===== src/rtl/piso_shift_tx.sv =====
// piso_shift_tx: parallel-in/serial-out transmit register.
// Accepts one WIDTH-bit word through a valid/ready load handshake and then
// drives it out on ser_out, one bit per shift_en tick. shift_en comes from an
// external bit-rate divider, so the block itself is rate-agnostic.
module piso_shift_tx #(
    parameter int WIDTH     = 8,     // word width, WIDTH >= 2
    parameter bit MSB_FIRST = 1'b1   // 1: bit WIDTH-1 goes out first; 0: bit 0 first
) (
    input  logic             clk,
    input  logic             rst,        // asynchronous, active-high
    input  logic             load_valid,
    output logic             load_ready,
    input  logic [WIDTH-1:0] data_in,
    input  logic             shift_en,
    output logic             ser_out,
    output logic             ser_valid,
    output logic             done
);

    localparam int              CNT_W    = $clog2(WIDTH);
    localparam logic [CNT_W-1:0] LAST_BIT = CNT_W'(WIDTH - 1);

    typedef enum logic {
        IDLE  = 1'b0,
        SHIFT = 1'b1
    } state_t;

    state_t           state, state_nxt;
    logic [WIDTH-1:0] shreg, shreg_nxt;
    logic [CNT_W-1:0] bit_cnt, bit_cnt_nxt;
    logic             ser_out_nxt;
    logic             ser_valid_nxt;
    logic             done_nxt;

    // Bit presented on the line for a given shift-register content.
    function automatic logic out_bit(input logic [WIDTH-1:0] w);
        if (MSB_FIRST) return w[WIDTH-1];
        else           return w[0];
    endfunction

    // One shift toward the output end, zero fill at the far end.
    function automatic logic [WIDTH-1:0] shift_once(input logic [WIDTH-1:0] w);
        if (MSB_FIRST) return {w[WIDTH-2:0], 1'b0};
        else           return {1'b0, w[WIDTH-1:1]};
    endfunction

    // Ready only while idle; reset masks it immediately, without waiting for a clock.
    assign load_ready = (state == IDLE) && !rst;

    // Next-state and next-output logic for the IDLE/SHIFT controller.
    always_comb begin
        // NOTE: every signal assigned here gets a default first so no path leaves
        // it unassigned; otherwise synthesis infers a latch to hold the old value.
        state_nxt     = state;
        shreg_nxt     = shreg;
        bit_cnt_nxt   = bit_cnt;
        ser_out_nxt   = 1'b0;
        ser_valid_nxt = 1'b0;
        done_nxt      = 1'b0;

        unique case (state)
            IDLE: begin
                // Load beats any shift_en seen in the same cycle; that tick is dropped.
                if (load_valid) begin
                    state_nxt     = SHIFT;
                    shreg_nxt     = data_in;
                    bit_cnt_nxt   = '0;
                    ser_valid_nxt = 1'b1;
                    ser_out_nxt   = out_bit(data_in);
                end
            end

            SHIFT: begin
                // load_valid and data_in are deliberately ignored for the whole frame.
                ser_valid_nxt = 1'b1;
                ser_out_nxt   = out_bit(shreg);
                if (shift_en) begin
                    if (bit_cnt == LAST_BIT) begin
                        // Last bit period ends: back to idle with a one-cycle done.
                        state_nxt     = IDLE;
                        ser_valid_nxt = 1'b0;
                        ser_out_nxt   = 1'b0;
                        done_nxt      = 1'b1;
                    end else begin
                        shreg_nxt   = shift_once(shreg);
                        bit_cnt_nxt = bit_cnt + 1'b1;
                        ser_out_nxt = out_bit(shift_once(shreg));
                    end
                end
            end

            default: begin
                state_nxt = IDLE;
            end
        endcase
    end

    // State and registered outputs; reset abandons any frame without a done pulse.
    always_ff @(posedge clk or posedge rst) begin
        // NOTE: sequential state uses non-blocking assignments so every register
        // samples the pre-edge values, independent of statement order.
        if (rst) begin
            state     <= IDLE;
            shreg     <= '0;
            bit_cnt   <= '0;
            ser_out   <= 1'b0;
            ser_valid <= 1'b0;
            done      <= 1'b0;
        end else begin
            state     <= state_nxt;
            shreg     <= shreg_nxt;
            bit_cnt   <= bit_cnt_nxt;
            ser_out   <= ser_out_nxt;
            ser_valid <= ser_valid_nxt;
            done      <= done_nxt;
        end
    end

endmodule


===== config.mk =====
export PLATFORM = sky130hd
export DESIGN_NAME = piso_shift_tx
export DESIGN_NICKNAME = d
export VERILOG_FILES = /design/src/rtl/piso_shift_tx.sv
export SDC_FILE = /design/constraint.sdc
export NUM_CORES = 1
export LEC_CHECK = 0
export BUFFER_PORTS_ARGS = -buffer_cell sky130_fd_sc_hd__buf_2
export CAP_MARGIN = 20
export CORE_UTILIZATION = 40
export DETAILED_ROUTE_END_ITERATION = 10
export PLACE_DENSITY = 0.74
export SKIP_CTS_REPAIR_TIMING = 1
export SLEW_MARGIN = 10
export SYNTH_ARGS = -nofsm -noshare
export SYNTH_HDL_FRONTEND = slang
export SYNTH_SLANG_ARGS = --single-unit

===== constraint.sdc =====
create_clock -name clk -period 1.5 [get_ports clk]
set_input_delay 0.075 -clock clk [delete_from_list [all_inputs] [get_ports clk]]
set_output_delay 0.075 -clock clk [all_outputs]
set_load 0.01 [all_outputs]

==> run_results.csv <==
group,metric,value,unit
global_routing,use_met3,0.03191,
pwr,p_sw,455.6,µW
finish,diodes,0,
synthesis,yosysMostFrequentCell,"dfrtp_1",
worst_setup_path,crit_arrival,1720,ps
global_routing,grt_pass1_vias,400,
worst_setup_path,critPathKind,"reg2reg",
floorplanning,coreArea,1366,µm²
floorplanning,initial_utilization,0.4533,
finish,finalNonFillerCells,101,
pwr,comb_power_share,0.373,
pwr,pwr-share-clk,0.191,
floorplanning,die_y,41.35,µm
clocking,path_clk_slew,80,ps
clocking,clkLatencyLatePin,280,ps
timing,max-slew-margin-rel,0.6377,
finish,final_layout_size_suffix_gt1_frac,0.3256,
pwr,p_per_area,1667,nW/µm²
global_routing,grt_pass1_wl,1787,µm
route,dr.pass1.iters,4,
pwr,switching_share,0.3236,
global_routing,antenna_found_initial,0,
route,vias,560,
synthesis,synth-seq-area-share,0.5657,
timing,grt_setup_unrepaired,"yes",
pwr,power,1408,µW
pwr,ir_worst_vdd,0.7555,mV
synthesis,syn_area_per_cell,9.677,µm²
pwr,cellLeakagePower,0.0004023,µW
route,wl_per_cell,14.85,µm
global_routing,overflow,0,
placed_design,dp.final_hpwl,813.5,µm
synthesis,synthFlopType,"dfrtp_1",
global_routing,grt_most_used_layer,"met2",
timing,fin_crit,1557,ps
route,drc,0,
synthesis,async_flop_share,1.000,
floorplanning,ioPinCount,16,
clocking,clock-root-buffer,"clkbuf_4",
floorplanning,row_count,13,
clocking,max-clock-path-buffers,2,
worst_setup_path,cp_max_fo,6,
timing,worst_pin_slew,542.8,ps
pwr,p_int,952.2,µW
clocking,cts-buffers-inserted,3,
synthesis,yosysWarnings,0,
global_routing,gr-usage-all-layers,0.1689,
synthesis,synth_fp_nets,78,
placed_design,preCtsSetupSlack,6.833,ps
timing,fin_ws,-57.04,ps
outcome,status,"complete, but fails checks",
global_routing,use_met1,0.2069,
synthesis,syn-cell-area,619.3,µm²
run,maxCapViolCount,0,
hold_path,hp-class,"in2reg",
synthesis,yosys.cell_types.count,16,
worst_setup_path,required,1660,ps
worst_setup_path,crit_path_end_kind,"flop",
timing,hold_violations,0,
route,postRouteAntennaNets,0,
worst_setup_path,startpoint_type,"flop",
timing,finalSetupViolations,4,
synthesis,yosys_register_bits,14,
floorplanning,die_w,41.35,µm
timing,fin_skew,0.6469,ps
placed_design,place_congestion,0.7262,
synthesis,synthCells,64,
synthesis,yosysTopAreaCellShare,0.5657,
outcome,failed_checks,"setup timing",
timing,clock.fmax,642.2,MHz
finish,area_delta_synth_final,36.36,%
route,drt-total-wl,1500,µm
route,viasPerCell,5.545,
finish,final_util,0.6181,
synthesis,synth_top_area_cell,"dfrtp_1",
timing,report.final.slew_viol_count,0,
placed_design,port_buffers,15,
finish,fin_nets,101,
clocking,cts.sinks,14,
global_routing,grt_max_degree,22,
clocking,cts_max_level,1,
timing,period_share,1.038,
synthesis,netlist_top_cells_area,"dfrtp_1 (57%), o22ai_1 (7.1%), a21oi_1 (6.5%)",
placed_design,place_inst,92,
global_routing,met2_usage,0.2656,
route,drt-initial-drc-count,20,
synthesis,synth_common_cells,"dfrtp_1 (14), nor2_1 (10), a21oi_1 (8), o22ai_1 (7), nand3_1 (4)",
floorplanning,die_area,1710,µm²
synthesis,synth-edff-count,0,
pwr,seqPwrFrac,0.436,
clocking,tritoncts,"done",
-- worst max-delay path, stage by stage, from the launching register on --
cell	delay, ps
dfrtp_1	400
ha_2	190
ha_2	170
nand3b_1	170
buf_6	150
buf_12	130
o22ai_1	160
a21oi_1	70
-- cells in the final DEF, fill, tap and decap left out, types with 2 or more instances in the layout --
cell type and instances:
dfrtp_1 14, nand3b_1 2, nand3_1 4, inv_1 3
clkbuf_4 3, nand2_1 2, o21ai_1 3, nand2b_1 2
o22ai_1 6, buf_2 15, nor2_1 10, buf_4 2
clkbuf_16 2, ha_2 2, a21oi_1 8
-- routing by layer --
metal,part of all wire,wire length [µm]
met4,0.031,46
met1,0.41,620
met5,0,0
met3,0.053,79
met2,0.50,754
-- state kept, by name, summed over array words and instances, names as in the netlist --
| name | cells |
|---|---|
| bit_cnt | 3 |
| done | 1 |
| ser_out | 1 |
| shreg | 8 |
| state | 1 |
-- power by group through the flow --
stage	Sequential, µW	Combinational, µW	Clock, µW
after floorplan	607	284	0
after global placement	611	383	0
after detailed placement	614	404	0
after CTS	607	405	277
after global routing	622	584	289
final	614	525	269
-- worst paths after layout --
check / start / to / slack, ps / depth (start not counted)
max: bit_cnt[0] / shreg[4] / -60 / 7
min: data_in[0] / shreg[0] / 6 / 3
min reg2reg: shreg[0] / shreg[0] / 500 / 2
max in group asynchronous: rst / shreg[2] / 740 / 3
max reg2reg: bit_cnt[0] / shreg[4] / -60 / 7
min in group asynchronous: rst / done / 410 / 3
-- final cells by class --
cell class | instances | area [µm²]
clock buffer | 4 | 36.28
fill | 111 | 521.8
inverter | 3 | 11.26
multi-input combinational | 43 | 246.5
sequential | 14 | 350.3
tap | 15 | 18.77
timing repair buffer | 22 | 181.4
-- cells by family (layout without fill, tap and decap cells) --
group,Yosys count,count (layout),share of synthesized area
AOI/OAI and AO/OA,19,19,0.1697
adders and majority gates,2,2,0.04040
and+or+nand+nor,22,22,0.1697
DFF,14,14,0.5657
buffers and inverters,7,29,0.05454
-- through the flow --
| stage | cell area (µm²) | hold slack [ps] | TNS, ps |
|---|---|---|---|
| 6_report | 844.6 | 6.205 | -135.0 |
| 5_1_grt | 844.6 | 5.410 | -262.8 |
| 4_1_cts | 754.5 | -154.0 | -5.179 |
| 3_5_place_dp | 718.2 | 145.7 | 0 |
| 3_3_place_gp | 718.2 | 149.0 | 0 |
| 2_1_floorplan | 619.3 | -35.78 | 0 |
No activity file was read; power rests on OpenSTA's default activity.
